<file path="config.mk">
export PLATFORM = sky130hd
export DESIGN_NAME = maxpool2x2_stream_flat
export DESIGN_NICKNAME = d
export VERILOG_FILES = /design/src/rtl/maxpool2x2_stream_if.sv /design/src/rtl/maxpool2x2_stream.sv /design/src/flat_wrapper.sv
export SDC_FILE = /design/constraint.sdc
export NUM_CORES = 1
export LEC_CHECK = 0
export BUFFER_PORTS_ARGS = -buffer_cell sky130_fd_sc_hd__buf_2
export CORE_MARGIN = 4
export CORE_UTILIZATION = 57
export CTS_CLUSTER_SIZE = 24
export DETAILED_ROUTE_END_ITERATION = 8
export GPL_ROUTABILITY_DRIVEN = 0
export PLACE_DENSITY = 0.82
export SKIP_LAST_GASP = 1
export SYNTH_ARGS = -nofsm -noshare
export SYNTH_HDL_FRONTEND = slang
export SYNTH_SLANG_ARGS = --single-unit
</file>
<file path="constraint.sdc">
create_clock -name clk -period 5.1 [get_ports clk]
set_clock_uncertainty 0.2 [all_clocks]
set_input_delay 0.51 -clock clk [delete_from_list [all_inputs] [get_ports clk]]
set_output_delay 0.51 -clock clk [all_outputs]
set_load 0.005 [all_outputs]
</file>
<file path="src/rtl/maxpool2x2_stream_if.sv">
// Pixel stream bundle for maxpool2x2_stream: the input beat and the pooled output beat.
// The slave modport is the pooling block. The master modport is whoever feeds it and
// consumes its output.
interface maxpool2x2_stream_if #(
  parameter int unsigned DATA_WIDTH = 32
);
  logic                  valid_in;
  logic [DATA_WIDTH-1:0] data_in;
  logic                  valid_out;
  logic [DATA_WIDTH-1:0] data_out;
  logic                  frame_done;

  modport slave (
    input  valid_in,
    input  data_in,
    output valid_out,
    output data_out,
    output frame_done
  );

  modport master (
    output valid_in,
    output data_in,
    input  valid_out,
    input  data_out,
    input  frame_done
  );
endinterface

</file>
<file path="src/rtl/maxpool2x2_stream.sv">
// Streaming 2x2 / stride-2 max-pool over a row-major float32 pixel stream.
// An even row folds each pixel pair into a half-width line buffer of partial maxima.
// The odd row that follows finishes each window: one pooled pixel comes out one cycle
// after the bottom-right pixel of its window.
// Optional feature, macro MAXPOOL_RELU_EN: clamp inputs that have the sign bit set
// (this includes -0) to +0 before pooling.
module maxpool2x2_stream #(
  parameter int unsigned DATA_WIDTH = 32,
  parameter int unsigned WIDTH      = 56,
  parameter int unsigned HEIGHT     = 56
) (
  input  logic                    clk,
  input  logic                    rst,
  maxpool2x2_stream_if.slave      bus_io
);

  localparam int unsigned HALF = WIDTH / 2;
  localparam int unsigned CW   = (WIDTH  > 1) ? $clog2(WIDTH)  : 1;
  localparam int unsigned RW   = (HEIGHT > 1) ? $clog2(HEIGHT) : 1;
  localparam int unsigned BW   = (HALF   > 1) ? $clog2(HALF)   : 1;
  localparam int unsigned MSB  = DATA_WIDTH - 1;

  logic [CW-1:0]         col_q, col_d;
  logic [RW-1:0]         row_q, row_d;
  logic [DATA_WIDTH-1:0] pair_q, pair_d;
  logic [DATA_WIDTH-1:0] data_q, data_d;
  logic                  valid_q, valid_d;
  logic                  done_q, done_d;

  logic [DATA_WIDTH-1:0] linebuf_q [HALF];
  logic [DATA_WIDTH-1:0] pix_c;
  logic [DATA_WIDTH-1:0] lb_rd_c;
  logic [DATA_WIDTH-1:0] lb_wdata_c;
  logic [BW-1:0]         lb_idx_c;
  logic                  lb_we_c;

  // Sign-magnitude max. Ties and +0/-0 return the first operand. NaN and Inf are not
  // special-cased; they compare as plain bit patterns.
  function automatic logic [DATA_WIDTH-1:0] fmax(
    input logic [DATA_WIDTH-1:0] a,
    input logic [DATA_WIDTH-1:0] b
  );
    logic [MSB-1:0] ma;
    logic [MSB-1:0] mb;
    ma = a[MSB-1:0];
    mb = b[MSB-1:0];
    if (a[MSB] != b[MSB]) begin
      if ((ma == '0) && (mb == '0)) fmax = a;
      else                          fmax = a[MSB] ? b : a;
    end else if (!a[MSB]) begin
      fmax = (mb > ma) ? b : a;
    end else begin
      fmax = (mb < ma) ? b : a;
    end
  endfunction

  // Input conditioning: optional ReLU clamp ahead of the pooling datapath.
`ifdef MAXPOOL_RELU_EN
  always_comb pix_c = bus_io.data_in[MSB] ? '0 : bus_io.data_in;
`else
  always_comb pix_c = bus_io.data_in;
`endif

  // Line buffer read for the column pair of the current beat.
  always_comb begin
    lb_idx_c = BW'(col_q >> 1);
    lb_rd_c  = linebuf_q[lb_idx_c];
  end

  // Next-state: raster counters and the window fold selected by row/col parity.
  always_comb begin
    col_d      = col_q;
    row_d      = row_q;
    pair_d     = pair_q;
    data_d     = data_q;
    valid_d    = 1'b0;
    done_d     = 1'b0;
    lb_we_c    = 1'b0;
    lb_wdata_c = fmax(pair_q, pix_c);
    if (bus_io.valid_in) begin
      if (col_q == CW'(WIDTH - 1)) begin
        col_d = '0;
        row_d = (row_q == RW'(HEIGHT - 1)) ? '0 : row_q + RW'(1);
      end else begin
        col_d = col_q + CW'(1);
      end
      case ({row_q[0], col_q[0]})
        2'b00: pair_d  = pix_c;
        2'b01: lb_we_c = 1'b1;
        2'b10: pair_d  = fmax(lb_rd_c, pix_c);
        2'b11: begin
          data_d  = fmax(pair_q, pix_c);
          valid_d = 1'b1;
          done_d  = (row_q == RW'(HEIGHT - 1)) && (col_q == CW'(WIDTH - 1));
        end
        default: ;
      endcase
    end
  end

  // State and output registers.
  always_ff @(posedge clk or negedge rst) begin
    if (!rst) begin
      col_q   <= '0;
      row_q   <= '0;
      pair_q  <= '0;
      data_q  <= '0;
      valid_q <= 1'b0;
      done_q  <= 1'b0;
    end else begin
      col_q   <= col_d;
      row_q   <= row_d;
      pair_q  <= pair_d;
      data_q  <= data_d;
      valid_q <= valid_d;
      done_q  <= done_d;
    end
  end

  // Line buffer of partial maxima. It has no reset because every entry is written in
  // an even row before the odd row reads it.
  always_ff @(posedge clk) begin
    if (lb_we_c) linebuf_q[lb_idx_c] <= lb_wdata_c;
  end

  assign bus_io.valid_out  = valid_q;
  assign bus_io.data_out   = data_q;
  assign bus_io.frame_done = done_q;

endmodule
</file>
<file path="src/flat_wrapper.sv">
// flat-port wrapper written by rule: the top's interface ports become plain ports
module maxpool2x2_stream_flat 
#(
  parameter int unsigned DATA_WIDTH = 32,
  parameter int unsigned WIDTH      = 56,
  parameter int unsigned HEIGHT     = 56
)
  (clk, rst, bus_io_valid_in, bus_io_data_in, bus_io_valid_out, bus_io_data_out, bus_io_frame_done);
  maxpool2x2_stream_if #(.DATA_WIDTH(DATA_WIDTH)) bus_io_i ();
  input  logic clk;
  input  logic rst;
  input wire logic [$bits(bus_io_i.valid_in)-1:0] bus_io_valid_in;
  input wire logic [$bits(bus_io_i.data_in)-1:0] bus_io_data_in;
  output wire logic [$bits(bus_io_i.valid_out)-1:0] bus_io_valid_out;
  output wire logic [$bits(bus_io_i.data_out)-1:0] bus_io_data_out;
  output wire logic [$bits(bus_io_i.frame_done)-1:0] bus_io_frame_done;
  assign bus_io_i.valid_in = bus_io_valid_in;
  assign bus_io_i.data_in = bus_io_data_in;
  assign bus_io_valid_out = bus_io_i.valid_out;
  assign bus_io_data_out = bus_io_i.data_out;
  assign bus_io_frame_done = bus_io_i.frame_done;
  maxpool2x2_stream #(.DATA_WIDTH(DATA_WIDTH), .WIDTH(WIDTH), .HEIGHT(HEIGHT)) u_core (.clk(clk), .rst(rst), .bus_io(bus_io_i));
endmodule
</file>
==> run_results.csv <==
group,metric,value,unit
worst_setup_path,reg2reg_slack,0.0008,ns
status,status,"completed",
clocking,cts.root.buffer_cell,"clkbuf_16",
drt,wl,116.1,mm
clocking,cts.sink_count,974,
sta,worst_pin_slew,1.211,ns
worst_setup_path,reg2reg_to,"u_core.pair_q[6]",
synth,synth-async-reset-ratio,0.08008,
worst_setup_path,worstPathArrival,5.43,ns
synth,syn_area,0.04016,mm2
pwr,swShare,0.3735,
finish,fin_util,0.6557,
pwr,pwr-share-seq,0.373,
sta,fin_ws,0.0008309,ns
synth,ys_seq_elements,974,
min_path,min_path_type,"in -> reg",
pwr,pwr-share-clk,0.212,
finish,nets,2648,
grt,grt_pass1_vias,25090,
pwr,p_int,19.10,mW
place,hpwl,71.84,mm
floorplan,dieArea,0.07477,mm2
sta,hold_viol,0,
clocking,clock_latency,0.65,ns
sta,period_share,0.9998,
floorplan,pin_count,69,
pwr,p_per_area,665.1,mW/mm2
floorplan,start_util,0.5745,
drt,via_count,25300,
floorplan,chipHeight,273.4,um
worst_setup_path,cp-end-kind,"flop",
clocking,path_clk_slew,0.06,ns
synth,synth.avg_cell_area,17.27,um2
finish,syn2layout_area_growth,14.12,%
sta,finalSetupViolCount,0,
sta,final.min_clock_period,5.099,ns
synth,synth_top_area_share,0.6699,
grt,antenna_found_initial,1,
worst_setup_path,rr_worst_depth,17,
drt,viasPerCell,7.111,
drt,drcViolationCount,0,
synth,postSynthCellCount,2325,
floorplan,rows,97,
clocking,numCtsBuffers,92,
grt,grt_overflow,0,
clocking,max-clock-path-buffers,3,
drt,drtAntennaViolNets,0,
synth,synth_nets,2426,
sta,fmax,196.1,MHz
drt,post_drt_wl_per_cell,32.64,um
sta,max_slew_margin,0.1927,
worst_setup_path,r2r_start,"u_core.col_q[3]",
synth,synth_edf_count,896,
min_path,holdPathStages,3,
worst_setup_path,startpoint,"u_core.col_q[3]",
clocking,cts_tree,"yes",
floorplan,die_x,273.4,um
synth,post_synth_num_cell_types,68,
finish,drive_gt1_frac,0.2282,
grt,track_usage,0.3111,
finish,fillers,4384,
pwr,power.switching,11.39,mW
pwr,share_comb_of_total_power,0.415,
min_path,hold_end,"u_core.pair_q[26]",
min_path,min_from,"bus_io_data_in[26]",
drt,detail_route.first_pass.iterations,6,
pwr,leakagePower,15.79,nW
drt,drt_iter0_drc,4414,
worst_setup_path,cp.required,5.43,ns
grt,grt_pass1_wl,168.2,mm
place,portBuffers,68,
synth,synth_top_cell_by_area,"edfxtp_1",
synth,ys.flop_type,"edfxtp_1",
pwr,vdd_drop_max,0.3746,mV
synth,ys_top_cells_by_area,"edfxtp_1 (67%), mux4_2 (8.8%), dfrtp_1 (4.9%)",
worst_setup_path,cp-start-kind,"flop",
floorplan,core_area,0.06991,mm2
sta,slew_viol_final,0,
worst_setup_path,crit_path_max_fanout,17,
grt,grt_start_max_net_pins,79,
worst_setup_path,worst-setup-path-type,"reg -> reg",
synth,yosysSeqAreaShare,0.7185,
synth,ys_warn_count,0,
flow_run,drv_cap,0,
place,pre_cts_ws,0.09280,ns
clocking,cts_max_level,3,
synth_stat cells, drive strengths merged, types with 48 or more instances:
cell,instances
buf,67
clkbuf,61
dfrtp,78
edfxtp,896
ha,66
inv,48
mux2i,149
mux4,157
nand2,138
nand3,62
nor2,89
o21ai,64
state kept, by name (all words and copies together), names as in the netlist:
signal	cells
u_core.row_q	6
u_core.linebuf_q	896
u_core.bus_io.data_out	32
u_core.col_q	6
u_core.bus_io.valid_out	1
u_core.pair_q	32
u_core.bus_io.frame_done	1
power by group through the flow:
stage / Clock (mW) / Combinational, mW / Sequential [mW]
after floorplan: 0 / 7.07 / 11.4
after global placement: 0 / 11.4 / 11.5
after detailed placement: 0 / 11.9 / 11.5
after CTS: 6.47 / 12.1 / 11.4
after global routing: 6.84 / 13.2 / 11.4
final: 6.46 / 12.6 / 11.4
per-layer routing:
metal,wire length (um),GRT usage,part of all wire,up-vias
li1,-,-,-,9855
met4,7519,0.1658,0.065,0
met5,0,0,0,-
met3,16480,0.07564,0.14,507
met1,38810,0.4100,0.33,12410
met2,53300,0.4861,0.46,2519
timing repair:
| action | CTS | global route |
|---|---|---|
| endpoints found under the setup margin | 9 | 32 |
| hold endpoints to repair | 78 | 0 |
| pin swaps | 0 | 0 |
| resized for setup | 1 | 9 |
| hold buffers | 1 | 0 |
| buffers inserted | 0 | 6 |
layout make-up:
| class | count | area (um2) | share of cell area |
|---|---|---|---|
| tap | 940 | 1176 | 0.02566 |
| clock buffer | 115 | 2410 | 0.05257 |
| sequential | 974 | 28870 | 0.6299 |
| inverter | 48 | 180.2 | 0.003931 |
| antenna | 1 | 2.502 | 0.00005459 |
| multi-input combinational | 1175 | 10750 | 0.2346 |
| clock inverter | 48 | 370.4 | 0.008080 |
| timing repair buffer | 256 | 2073 | 0.04523 |
cells in the final DEF (no fill, tap or decap), drive strengths merged, types with 4 or more instances in the layout:
master,instances
a211oi,14
a21o,21
a21oi,46
a221oi,10
a22o,4
a22oi,46
a31oi,36
a32oi,4
and2,6
and3,6
buf,255
bufinv,4
clkbuf,115
clkinv,36
clkinvlp,4
dfrtp,78
edfxtp,896
ha,66
inv,52
mux2,11
mux2i,149
mux4,157
nand2,138
nand2b,9
nand3,62
nand4,34
nor2,89
nor2b,18
nor3,23
nor4,22
o211ai,5
o21a,9
o21ai,64
o221ai,27
o22ai,19
o31ai,9
or3,5
or4,30
critical path, cell delays in order, from the launching register on:
cell and delay, ns:
dfrtp_2 0.55, buf_4 0.35, and2_1 0.66, a22oi_1 0.23, and3_1 0.24, nor4_2 0.24
buf_4 0.21, ha_1 0.27, a21o_1 0.19, a21o_1 0.19, a21oi_1 0.17, o21ai_0 0.09
a211o_1 0.27, mux2_2 0.30, o21ai_1 0.22, buf_4 0.25, nor3_1 0.09, o31ai_1 0.25
how the worst max path moves through the flow:
stage | cells after the start | slack, ns | end
after floorplan | 9 | 0.20 | u_core.linebuf_q[26][0]
after global placement | 16 | 0.11 | u_core.pair_q[5]
after global routing | 19 | -0.03 | u_core.pair_q[6]
after CTS | 16 | 0.05 | u_core.pair_q[6]
after detailed placement | 18 | 0.09 | u_core.pair_q[24]
final | 17 | 0.0008 | u_core.pair_q[6]
cell families (layout without fill, tap and decap cells):
family	count (synthesis)	in the layout	share of synthesized area
XOR/XNOR	3	3	0.0006543
buffers and inverters	176	467	0.01972
other	0	1	0
adder cells (fa/ha/maj)	66	66	0.02056
flip-flops	974	974	0.7185
multiplexers	317	317	0.1283
AND/OR/NAND/NOR	457	457	0.05648
AO/OA/AOI/OAI	332	332	0.05583
through the flow:
step | TNS [ns] | instances | total power [mW] | cell area, um2 | hold WS, ns
floorplan | 0 | 2325 | 18.45 | 40160 | 0.01441
global placement | 0 | 3386 | 22.97 | 42940 | 0.2772
detailed placement | 0 | 3386 | 23.49 | 42940 | 0.2845
CTS | 0 | 3550 | 29.96 | 45740 | 0.002345
global route | -0.05096 | 3556 | 31.47 | 45830 | 0.03993
finish | 0 | 3557 | 30.49 | 45840 | 0.03287
(Power assumes the default switching activity.)
